<file path="src/rtl/clock_divisor_meter.sv">
// -----------------------------------------------------------------------------
// clock_divisor_meter
//
// Measures a divided clock (sig_in) generated in the clock_in domain and
// reports its period and high time in clock_in cycles. It is the checking end
// of an upstream clock divider: for a divider with divisor D it reports
// period = D and high_time = D/2. It also flags a stable (locked) or absent
// (stopped) input.
//
// Parameters:
//   WIDTH       width of the period / high-time counters and outputs
//   TIMEOUT     longest legal period in clock_in cycles (2 .. 2^WIDTH-1)
//   SYNC_STAGES number of synchronizer flops on sig_in (>= 2)
//
// Ports:
//   clock_in    in   measurement clock
//   reset_n     in   synchronous active-low reset, sampled on posedge clock_in
//   sig_in      in   divided clock under measurement
//   period      out  clock_in cycles between the last two rising edges
//   high_time   out  clock_in cycles sig_in was high within that period
//   meas_valid  out  one-cycle pulse: period/high_time just updated
//   locked      out  the last two measurements were identical
//   stopped     out  no rising edge seen within TIMEOUT cycles
// -----------------------------------------------------------------------------
module clock_divisor_meter #(
    parameter int unsigned       WIDTH       = 28,
    parameter logic [WIDTH-1:0]  TIMEOUT     = 28'd1024,
    parameter int unsigned       SYNC_STAGES = 2
) (
    input  logic             clock_in,
    input  logic             reset_n,
    input  logic             sig_in,
    output logic [WIDTH-1:0] period,
    output logic [WIDTH-1:0] high_time,
    output logic             meas_valid,
    output logic             locked,
    output logic             stopped
);

    localparam logic [WIDTH-1:0] ONE = {{(WIDTH-1){1'b0}}, 1'b1};

    typedef enum logic {
        WAIT_EDGE = 1'b0,   // no reference edge yet (after reset or timeout)
        MEASURE   = 1'b1    // counting from the last rising edge
    } state_e;

    // -------------------------------------------------------------------------
    // Synchronizer and rising-edge detect
    // -------------------------------------------------------------------------
    logic [SYNC_STAGES-1:0] sync_q;
    logic [SYNC_STAGES-1:0] sync_d;
    logic                   sig_d_q;
    logic                   sig_s;
    logic                   rise;

    assign sync_d = {sync_q[SYNC_STAGES-2:0], sig_in};
    assign sig_s  = sync_q[SYNC_STAGES-1];
    // Flops clear to 0, so an input already high at reset release is seen as
    // a rising edge; it becomes the reference edge of the first measurement.
    assign rise   = sig_s & ~sig_d_q;

    always_ff @(posedge clock_in) begin
        // NOTE: state is updated with non-blocking assignments so every flop
        // samples the pre-edge value of its neighbours, like real hardware.
        if (!reset_n) begin
            sync_q  <= '0;
            sig_d_q <= 1'b0;
        end else begin
            sync_q  <= sync_d;
            sig_d_q <= sig_s;
        end
    end

    // -------------------------------------------------------------------------
    // Measurement FSM and result registers
    // -------------------------------------------------------------------------
    state_e           state_q,      state_d;
    logic [WIDTH-1:0] cnt_q,        cnt_d;
    logic [WIDTH-1:0] hi_cnt_q,     hi_cnt_d;
    logic             prev_valid_q, prev_valid_d;
    logic [WIDTH-1:0] period_q,     period_d;
    logic [WIDTH-1:0] high_time_q,  high_time_d;
    logic             meas_valid_q, meas_valid_d;
    logic             locked_q,     locked_d;
    logic             stopped_q,    stopped_d;

    always_comb begin
        // NOTE: every signal gets a default before the case so no path leaves
        // one unassigned; that is what keeps this block free of latches.
        state_d      = state_q;
        cnt_d        = cnt_q;
        hi_cnt_d     = hi_cnt_q;
        prev_valid_d = prev_valid_q;
        period_d     = period_q;
        high_time_d  = high_time_q;
        meas_valid_d = 1'b0;
        locked_d     = locked_q;
        stopped_d    = stopped_q;

        case (state_q)
            WAIT_EDGE: begin
                if (rise) begin
                    // Reference edge only: nothing to report yet. The rise
                    // cycle itself is high, so hi_cnt starts at 1.
                    state_d  = MEASURE;
                    cnt_d    = ONE;
                    hi_cnt_d = ONE;
                end else if (cnt_q != TIMEOUT) begin
                    cnt_d = cnt_q + ONE;
                end else begin
                    // Saturated: no edge for TIMEOUT cycles.
                    stopped_d = 1'b1;
                end
            end

            MEASURE: begin
                if (rise) begin
                    // A rise wins even when cnt_q == TIMEOUT, so a period of
                    // exactly TIMEOUT is reported.
                    period_d     = cnt_q;
                    high_time_d  = hi_cnt_q;
                    meas_valid_d = 1'b1;
                    locked_d     = prev_valid_q
                                   && (cnt_q    == period_q)
                                   && (hi_cnt_q == high_time_q);
                    prev_valid_d = 1'b1;
                    stopped_d    = 1'b0;
                    cnt_d        = ONE;
                    hi_cnt_d     = ONE;
                end else if (cnt_q == TIMEOUT) begin
                    // Period too long: drop lock history and wait for a
                    // fresh reference edge. period/high_time keep the last
                    // good report; cnt holds at TIMEOUT.
                    stopped_d    = 1'b1;
                    locked_d     = 1'b0;
                    prev_valid_d = 1'b0;
                    state_d      = WAIT_EDGE;
                end else begin
                    // cnt < TIMEOUT and hi_cnt <= cnt, so neither can wrap.
                    cnt_d    = cnt_q + ONE;
                    hi_cnt_d = hi_cnt_q + {{(WIDTH-1){1'b0}}, sig_s};
                end
            end
        endcase
    end

    always_ff @(posedge clock_in) begin
        if (!reset_n) begin
            state_q      <= WAIT_EDGE;
            cnt_q        <= '0;
            hi_cnt_q     <= '0;
            prev_valid_q <= 1'b0;
            period_q     <= '0;
            high_time_q  <= '0;
            meas_valid_q <= 1'b0;
            locked_q     <= 1'b0;
            stopped_q    <= 1'b0;
        end else begin
            state_q      <= state_d;
            cnt_q        <= cnt_d;
            hi_cnt_q     <= hi_cnt_d;
            prev_valid_q <= prev_valid_d;
            period_q     <= period_d;
            high_time_q  <= high_time_d;
            meas_valid_q <= meas_valid_d;
            locked_q     <= locked_d;
            stopped_q    <= stopped_d;
        end
    end

    assign period     = period_q;
    assign high_time  = high_time_q;
    assign meas_valid = meas_valid_q;
    assign locked     = locked_q;
    assign stopped    = stopped_q;

endmodule

</file>
<file path="config.mk">
export PLATFORM = sky130hd
export DESIGN_NAME = clock_divisor_meter
export DESIGN_NICKNAME = d
export VERILOG_FILES = /design/src/rtl/clock_divisor_meter.sv
export SDC_FILE = /design/constraint.sdc
export NUM_CORES = 1
export LEC_CHECK = 0
export CORE_MARGIN = 2
export CORE_UTILIZATION = 50
export CTS_BUF_LIST = sky130_fd_sc_hd__clkbuf_16
export CTS_CLUSTER_SIZE = 30
export DETAILED_ROUTE_END_ITERATION = 10
export PLACE_DENSITY_LB_ADDON = 0.05
export SYNTH_ARGS = -nofsm -noshare
export SYNTH_HDL_FRONTEND = slang
export SYNTH_SLANG_ARGS = --single-unit
</file>
<file path="constraint.sdc">
create_clock -name clock_in -period 3.6 [get_ports clock_in]
set_clock_uncertainty 0.1 [all_clocks]
set_input_delay 0.36 -clock clock_in [delete_from_list [all_inputs] [get_ports clock_in]]
set_output_delay 0.36 -clock clock_in [all_outputs]
set_load 0.01 [all_outputs]
</file>
==> summary.md, run 1 <==
| Metric | Value |
|---|---|
| GR Overflow Total | `0` |
| Critical hold path startpoint | `sync_q[0]` |
| Drt initial violations | `273` |
| Post-route minimum period | `2.507 ns` |
| FF-to-FF path depth | `8` |
| FP Rows | `38` |
| P_leak | `0.002390 µW` |
| Synth Instances | `673` |
| Maximum vdd drop | `0.2643 mV` |
| Post-Route WL | `14,680 µm` |
| Critical Path Sink Type | `register` |
| Core region area | `10,840 µm²` |
| Clk slew on worst S/H paths | `0.05 ns` |
| Clk root buf | `clkbuf_16` |
| Worst R2R Setup Slack | `1.09 ns` |
| I/O Pins | `62` |
| Final period utilization | `0.6964` |
| Post-synthesis sequential area ratio | `0.4311` |
| Library cells used by synthesis | `47` |
| P per Cell Area | `418.7 nW/µm²` |
| DR vias | `4,743` |
| Sum Neg Setup Slack | `0 ns` |
| CTS hold repair buffers | `0` |
| Synth Flop Type | `dfxtp_1` |
| Synth warnings | `0` |
| Slew @ Worst Pin | `0.8059 ns` |
| Max Root-Sink Buffers | `2` |
| Rel. slew slack | `0.4615` |
| Sw frac | `0.2157` |
| Logic pwr share | `0.026` |
| Largest net degree at the start of global routing | `67` |
| Final setup violation count | `0` |
| Setup repair bufs after CTS | `0` |
| Worst Path Arrival | `2.75 ns` |
| Final net count | `721` |
| CTS Buf Count | `17` |
| Hold Path End | `sync_q[1]` |
| Total power | `2804 µW` |
| Max FO, Critical Path | `11` |
| GP Congestion | `0.9176` |
| Avg WL per Cell | `16.98 µm` |
| Number of global-route vias before repair | `4,490` |
| First-pass GRT wire length | `23,720 µm` |
| Status | `complete, no violations` |
| Reg power frac | `0.480` |
| Vias/cell | `5.483` |
| Cell taking the most area after synthesis | `dfxtp_1` |
| CTS resizes | `0` |
| R2r startpoint | `cnt_q[0]` |
| Syn Std Cell Area | `5573 µm²` |
| Most common cell after layout, fill and taps aside | `nand2_1` |
| Share of cells above drive strength 1 | `0.05379` |
| Internal | `2199 µW` |
| CP Class | `register to register` |
| Antenna violations before repair | `0` |
| Synth Area per Inst | `8.281 µm²` |
| Clock power share | `0.495` |
| DRC viols | `0` |
| DIE AREA | `12,010 µm²` |
| Post-route ant nets | `0` |
| Worst skew pair latency | `0.41 ns` |
| Sink Count | `120` |
| GR Util All Layers | `0.2647` |
| H-tree levels | `4` |
| Sw Pwr | `604.7 µW` |
| Post-synth EDFFs | `0` |
| Hpwl dp | `10,240 µm` |
| Post-synth net total | `680` |
| Fin. max-slew vios | `0` |
| Port Buffer Count | `61` |
| Hold Crit Depth | `1` |
| P&R area growth vs syn | `20.16%` |
| Flops & latches, synth | `120` |
| Ant diodes | `0` |
| Initial Util | `0.5141` |
| RSZ-0062 raised after global routing | `false` |
| FF-to-FF End | `hi_cnt_q[25]` |
| Height of the die | `109.6 µm` |
| Die W | `109.6 µm` |
| Final setup margin | `1.093 ns` |
| Min-delay worst type | `register to register` |
| Most frequent cells in the layout | `137 x nand2_1, 120 x dfxtp_1, 60 x clkdlybuf4s50_1` |
| Final hold violation count | `0` |
| CTS tree | `done` |
| First-pass iteration count of the detailed router | `7` |
| Synth async-reset ratio | `0` |
| Highest achievable clock rate | `398.9 MHz` |
| Startpoint types | `register` |
| Max Cap Viol | `0` |
| Yosys top cell area share | `0.4311` |
| Ranking of synthesized cells by area | `dfxtp_1 43%, nand2_1 9.3%, xor2_1 9.1%` |
| DP Worst Slack | `1.134 ns` |
| WP data required | `3.84 ns` |
==> final cells by class <==
type	instances	area, µm²
flip-flops and latches	120	2402
clock buffers	17	425.4
repair buffers	66	643.1
fillers	958	4144
clock inverters	13	52.55
inverters	22	82.58
well taps	140	175.2
multi-input cells	487	2915
==> critical path, stage by stage (launching register included) <==
cell and delay [ns]:
dfxtp_1 0.47, inv_1 0.12, ha_1 0.22, nor4b_1 0.13
and4_1 0.23, a21oi_2 0.16, nand3_1 0.27, or4_1 0.58
a21oi_1 0.14
==> power groups by stage <==
| stage | Combinational [µW] | Sequential (µW) | Clock [µW] |
|---|---|---|---|
| floorplan | 52.9 | 1370 | 0 |
| global placement | 69.7 | 1370 | 0 |
| detailed placement | 71.1 | 1370 | 0 |
| CTS | 71.4 | 1340 | 1410 |
| global route | 78.0 | 1340 | 1490 |
| finish | 71.6 | 1340 | 1390 |
==> registers in the layout (all words and copies together), names as in the netlist <==
signal        cells
sig_d_q           1
prev_valid_q      1
high_time        28
locked            1
state_q           1
meas_valid        1
stopped           1
sync_q            2
period           28
hi_cnt_q         28
cnt_q            28
==> how the worst max path moves through the flow <==
stage | endpoint | cells after the start | from | slack (ns)
2_1_floorplan | hi_cnt_q[0] | 8 | cnt_q[0] | 1.38
3_3_place_gp | hi_cnt_q[25] | 8 | cnt_q[0] | 1.25
3_5_place_dp | hi_cnt_q[25] | 8 | cnt_q[0] | 1.13
4_1_cts | hi_cnt_q[25] | 8 | cnt_q[0] | 1.12
5_1_grt | hi_cnt_q[23] | 8 | cnt_q[0] | 0.90
6_report | hi_cnt_q[25] | 8 | cnt_q[0] | 1.09
==> cells in the mapped netlist (all sizes together) (3+ instances only) <==
| cell type | count |
|---|---|
| xnor2 | 20 |
| a21oi | 15 |
| nand2 | 138 |
| and4 | 3 |
| ha | 4 |
| buf | 16 |
| inv | 22 |
| or4 | 4 |
| a22o | 3 |
| xor2 | 58 |
| o22ai | 6 |
| dfxtp | 120 |
| nor4 | 17 |
| o21ai | 13 |
| o2bb2ai | 4 |
| nor3 | 8 |
| nand3 | 20 |
| or3 | 13 |
| nor2 | 52 |
| clkbuf | 28 |
| and3 | 4 |
| and2 | 4 |
| a21boi | 59 |
| nand4 | 22 |
==> layer usage <==
metal / vias to the layer above / track usage / wire length [µm]
met5: - / 0 / 0
met4: 0 / 0.1103 / 294
met3: 19 / 0.07291 / 842
met2: 157 / 0.4056 / 6757
met1: 2217 / 0.3513 / 6790
li1: 2350 / - / -
==> through the flow <==
stage	area [µm²]	hold slack [ns]	std cells	utilization
2_1_floorplan	5573	0.3119	673	-
3_3_place_gp	6218	0.3195	835	0.5736
3_5_place_dp	6218	0.3169	835	0.5736
4_1_cts	6696	0.3290	865	0.6177
5_1_grt	6696	0.3470	865	0.6177
6_report	6696	0.3290	865	0.6177
==> cells by family (layout without fill, tap and decap cells) <==
logic type      count (synthesis)  after routing  synth area share
compound gates                109            109            0.1370
buf+inv                        66            118           0.04760
mux                             3              3          0.005613
xor+xnor                       78             78            0.1226
simple gates                  293            293            0.2472
flops                         120            120            0.4311
fa+ha+maj                       4              4          0.008981
No activity file was read; power rests on OpenSTA's default activity.
==> run 2: changes to the inputs <==
Clock period 3.6 ns to 2.3 ns, I/O delays scaled along.
==> summary.md, run 2 (synthesis gave the netlist of run 1 again) <==
| Metric | Value |
|---|---|
| Status | `complete, no violations` |
| Final hold violation count | `0 (unchanged)` |
| Clk root buf | `clkbuf_16` |
| Final setup violation count | `0 (unchanged)` |
| Worst skew pair latency | `0.42 ns (about the same)` |
| Min-delay worst type | `input port to register` |
| GR Overflow Total | `0 (unchanged)` |
| H-tree levels | `4 (unchanged)` |
| Post-Route WL | `15,460 µm (+5.3%)` |
| Initial Util | `0.5141 (unchanged)` |
| Port Buffer Count | `61 (unchanged)` |
| DIE AREA | `12,010 µm² (unchanged)` |
| Avg WL per Cell | `17.08 µm (+0.62%)` |
| Max Root-Sink Buffers | `2 (unchanged)` |
| Fillcell total | `926 (-3.3%)` |
| FP Rows | `38 (unchanged)` |
| DR vias | `5,039 (+6.2%)` |
| P&R area growth vs syn | `27.64%` |
| I/O Pins | `62 (unchanged)` |
| P per Cell Area | `676.0 nW/µm² (+61%)` |
| Startpoint types | `register` |
| CP Class | `register to register` |
| P_leak | `0.002629 µW (+10%)` |
| Final period utilization | `0.9584 (+0.2620)` |
| Post-route minimum period | `2.204 ns (-0.3026 ns)` |
| Die W | `109.6 µm (unchanged)` |
| Setup repair bufs after CTS | `0 (unchanged)` |
| Ant diodes | `0 (unchanged)` |
| Hold Path End | `high_time[4]` |
| Drt initial violations | `449 (+64%)` |
| First-pass GRT wire length | `24,500 µm (+3.3%)` |
| Number of global-route vias before repair | `4,758 (+6.0%)` |
| Critical hold path startpoint | `reset_n` |
| Antenna violations before repair | `0 (unchanged)` |
| Critical Path Sink Type | `register` |
| Max Cap Viol | `0 (unchanged)` |
| Clk slew on worst S/H paths | `0.05 ns (about the same)` |
| Core Util, Final | `0.6562 (+0.03843)` |
| Most common cell after layout, fill and taps aside | `nand2_1` |
| Hold Crit Depth | `2 (+1)` |
| Final net count | `759 (+5.3%)` |
| Core region area | `10,840 µm² (unchanged)` |
| Largest net degree at the start of global routing | `59 (-12%)` |
| Slew @ Worst Pin | `0.6787 ns (-0.1272 ns)` |
| Share of cells above drive strength 1 | `0.1137 (+0.05993)` |
| Height of the die | `109.6 µm (unchanged)` |
| Fin. max-slew vios | `0 (unchanged)` |
| GR Util All Layers | `0.2741 (+0.009398)` |
| Sum Neg Setup Slack | `0 ns (unchanged)` |
| Rel. slew slack | `0.5475 (+0.08607)` |
| Vias/cell | `5.568 (+1.5%)` |
| CTS tree | `done` |
| DRC viols | `0 (unchanged)` |
| FF-to-FF End | `hi_cnt_q[22]` |
| FF-to-FF path depth | `7 (-1)` |
| Worst Path Arrival | `2.45 ns (-0.30 ns)` |
| Maximum vdd drop | `0.5373 mV (+100%)` |
| Hpwl dp | `11,030 µm (+7.7%)` |
| CTS Buf Count | `17 (unchanged)` |
| Total power | `4808 µW (+71%)` |
| Most frequent cells in the layout | `137 x nand2_1, 119 x dfxtp_1, 60 x clkdlybuf4s50_1` |
| WP data required | `2.54 ns (-1.30 ns)` |
| First-pass iteration count of the detailed router | `5 (-2)` |
| Worst R2R Setup Slack | `0.1 ns (-1.00 ns)` |
| Highest achievable clock rate | `453.7 MHz (+14%)` |
| RSZ-0062 raised after global routing | `true` |
| GP Congestion | `0.9076 (-1.1%)` |
| Max FO, Critical Path | `5 (-6)` |
| R2r startpoint | `hi_cnt_q[0]` |
| Post-route ant nets | `0 (unchanged)` |
| Sink Count | `120 (unchanged)` |
## run 2: worst max-delay path by stage
stage | slack [ns] | cells past startpoint | from | end
finish | 0.1 | 7 | hi_cnt_q[0] | hi_cnt_q[22]
global route | -0.01 | 7 | hi_cnt_q[8] | hi_cnt_q[22]
global placement | 0.08 | 8 | cnt_q[0] | hi_cnt_q[25]
detailed placement | 0.03 | 8 | cnt_q[1] | hi_cnt_q[25]
CTS | 0.01 | 8 | cnt_q[1] | hi_cnt_q[25]
floorplan | 0.08 | 8 | cnt_q[0] | hi_cnt_q[0]
## run 2: power breakdown
group | internal (µW) | total, µW | switching (µW)
registers | 2090 | 2100 | 8.80
clock network | 1660 | 2580 | 919
logic | 49.5 | 130 | 80.7
total | 3800 | 4810 | 1010
## run 2: critical path, cell delays in order (launching register included)
cell and delay (ns):
dfxtp_1 0.42, ha_1 0.21, ha_1 0.22, nand3_1 0.12, nor3_1 0.25, nand3_1 0.26, or3_1 0.41, a21oi_1 0.14
## run 2: repair_timing
| item | in CTS | in global routing |
|---|---|---|
| hold buffers | 0 | 0 |
| resized for setup | 0 | 7 |
| setup endpoints to repair | 0 | 11 |
## run 2: per-stage QoR
stage	hold slack [ns]	cells	instance area, µm²	setup WS (ns)
finish	0.1836	905	7113	0.09575
global route	0.1886	905	7113	-0.01053
CTS	0.1736	905	7083	0.009797
detailed placement	0.3311	873	6516	0.02858
global placement	0.3173	873	6516	0.07931
floorplan	0.2573	673	5573	0.07984
## run 2: cell type report
| type | instances | area [µm²] | area share |
|---|---|---|---|
| clock buffer | 17 | 425.4 | 0.05981 |
| clock inverter | 15 | 141.4 | 0.01988 |
| inverter | 22 | 82.58 | 0.01161 |
| multi-input combinational | 487 | 2944 | 0.4139 |
| sequential | 120 | 2404 | 0.3379 |
| tap | 140 | 175.2 | 0.02463 |
| timing repair buffer | 104 | 940.9 | 0.1323 |
## run 2: metal layers
| metal | vias to the layer above | routed length, µm | track usage |
|---|---|---|---|
| met5 | - | 0 | 0 |
| met4 | 0 | 282 | 0.09675 |
| met3 | 29 | 1114 | 0.07706 |
| met2 | 192 | 7257 | 0.4400 |
| met1 | 2383 | 6803 | 0.3530 |
| li1 | 2435 | - | - |
==> run 3: changes to the inputs <==
Settings changed: CAP_MARGIN set to 15, GPL_TIMING_DRIVEN set to 0.
==> summary.md, run 3 (synthesis gave the netlist of run 1 again) <==
| Metric | Value |
|---|---|
| GP Congestion | `0.9228 (+1.7%)` |
| FP Rows | `38 (unchanged)` |
| Most frequent cells in the layout | `138 x nand2_1, 115 x dfxtp_1, 61 x clkdlybuf4s50_1` |
| Fin Hold WS | `0.2844 ns (+0.1008 ns)` |
| Drt initial violations | `276 (-39%)` |
| Buffer and inverter count on the worst path | `2 (+2)` |
| Port Buffer Count | `61 (unchanged)` |
| Antenna violations before repair | `0 (unchanged)` |
| Final setup violation count | `0 (unchanged)` |
| M1 wire length | `7113 µm (+4.6%)` |
| Vias/cell | `5.600 (+0.58%)` |
| Most common cell after layout, fill and taps aside | `nand2_1` |
| Non-Filler Instances | `908 (+0.33%)` |
| H-tree levels | `4 (unchanged)` |
| P&R area growth vs syn | `25.44%` |
| Final period utilization | `0.9789 (+0.02056)` |
| DP Cell Count | `874 (+0.11%)` |
| P_leak | `0.002498 µW (-5.0%)` |
| Fin. max-slew vios | `0 (unchanged)` |
| GR Overflow Total | `0 (unchanged)` |
| P per Cell Area | `634.8 nW/µm² (-6.1%)` |
| First-pass GRT wire length | `24,610 µm (+0.42%)` |
| Worst skew pair latency | `0.42 ns (about the same)` |
| I/O Pins | `62 (unchanged)` |
| Max Cap Viol | `0 (unchanged)` |
| Worst Path Arrival | `2.50 ns (+0.05 ns)` |
| Share of cells above drive strength 1 | `0.08594 (-0.02779)` |
| GR Util All Layers | `0.2775 (+0.003383)` |
| Crit-path slowest cell | `or4_4` |
| Clk root buf | `clkbuf_16` |
| RSZ-0062 raised after global routing | `true` |
| Delay-heaviest family, CP | `simple AND/OR/NAND/NOR gates` |
| CTS hold repair buffers | `0 (unchanged)` |
| DIE AREA | `12,010 µm² (unchanged)` |
| Maximum vdd drop | `0.4918 mV (-8.5%)` |
| Max FO, Critical Path | `5 (unchanged)` |
| Max layer used | `met4` |
| WL met3 | `1011 µm (-9.2%)` |
| Core Util, Final | `0.6449 (-0.01131)` |
| Startpoint types | `register` |
| Post-route minimum period | `2.252 ns (+0.04728 ns)` |
| Slew @ Worst Pin | `0.6582 ns (-0.02044 ns)` |
| Clk slew on worst S/H paths | `0.05 ns (about the same)` |
| Avg WL per Cell | `17.60 µm (+3.0%)` |
| Total power | `4437 µW (-7.7%)` |
| Height of the die | `109.6 µm (unchanged)` |
| Fillcell total | `945 (+2.1%)` |
| Die W | `109.6 µm (unchanged)` |
| Number of global-route vias before repair | `4,735 (-0.48%)` |
| Critical Path Sink Type | `register` |
| Final net count | `762 (+0.40%)` |
| Sink Count | `120 (unchanged)` |
| DR vias | `5,085 (+0.91%)` |
| Crit-path cells | `inv_1 -> ha_4 -> nor4b_2 -> and4_4 -> a21oi_4 -> nand3_2 -> buf_6 -> or4_4 -> a21oi_2` |
| Core region area | `10,840 µm² (unchanged)` |
| Sum Neg Setup Slack | `0 ns (unchanged)` |
| DRC viols | `0 (unchanged)` |
| Status | `complete, no violations` |
| Crit-path max cell delay | `0.47 ns (+0.05 ns)` |
| Met2 routed WL | `7338 µm (+1.1%)` |
| Ant diodes | `0 (unchanged)` |
| Hpwl dp | `11,720 µm (+6.3%)` |
| CP Class | `register to register` |
| First-pass iteration count of the detailed router | `5 (unchanged)` |
| Post-Route WL | `15,980 µm (+3.4%)` |
| Initial Util | `0.5141 (unchanged)` |
| Highest achievable clock rate | `444.1 MHz (-2.1%)` |
| Rel. slew slack | `0.5612 (+0.01363)` |
| Post-route ant nets | `0 (unchanged)` |
| Largest net degree at the start of global routing | `17 (-71%)` |
| CTS tree | `done` |
| WP data required | `2.55 ns (about the same)` |
| Min-delay worst type | `input port to register` |
| Final hold violation count | `0 (unchanged)` |
| CTS Buf Count | `17 (unchanged)` |
| Max Root-Sink Buffers | `2 (unchanged)` |
[run 3: power by group]
| group | internal, µW | switching (µW) | leakage, µW | total (µW) |
|---|---|---|---|---|
| clock | 1310 | 884 | 0.000262 | 2190 |
| combinational | 55.5 | 89.5 | 0.00127 | 145 |
| sequential | 2090 | 8.78 | 0.000970 | 2100 |
| total | 3460 | 982 | 0.00250 | 4440 |
[run 3: repair_timing]
item                                    4_1_cts  5_1_grt
setup buffers                                 0        4
cloned                                        0        1
endpoints found under the setup margin       28       10
pin swaps                                     2        5
gates resized for setup                      16       20
[run 3: worst register-to-register path, cell delays in order (launching register included)]
cell	delay, ns
dfxtp_4	0.34
inv_1	0.09
ha_4	0.17
nor4b_2	0.15
and4_4	0.23
a21oi_4	0.21
nand3_2	0.14
buf_6	0.15
or4_4	0.47
a21oi_2	0.12
[run 3: path summary, 6_finish.rpt]
path,startpoint,to,slack [ns],cells past startpoint
hold / removal,sig_in,sync_q[0],0.28,2
hold reg to reg,sync_q[0],sync_q[1],0.34,1
setup / recovery,cnt_q[1],hi_cnt_q[23],0.05,9
setup reg to reg,cnt_q[1],hi_cnt_q[23],0.05,9
[run 3: stage by stage]
step	setup WS, ns	instance area (µm²)
after global placement	-0.3585	6359
final	0.04846	6990
after detailed placement	-0.3717	6359
after global routing	-0.02208	6990
after CTS	0.009037	6888
after floorplan	0.07984	5573
[run 3: area by class of cell]
class                   count  area (µm²)  share of cell area
multi-input cells         487        3007              0.4301
flip-flops and latches    120        2414              0.3453
clock inverters            15       57.56            0.008233
plain buffers              41       183.9             0.02631
repair buffers             66       645.6             0.09236
well taps                 140       175.2             0.02506
clock buffers              17       425.4             0.06086
inverters                  22       82.58             0.01181
[run 3: layer usage]
layer | up-vias | track usage
met5 | - | 0
met4 | 0 | 0.1311
met3 | 33 | 0.05631
met2 | 181 | 0.4317
met1 | 2431 | 0.3693
li1 | 2440 | -
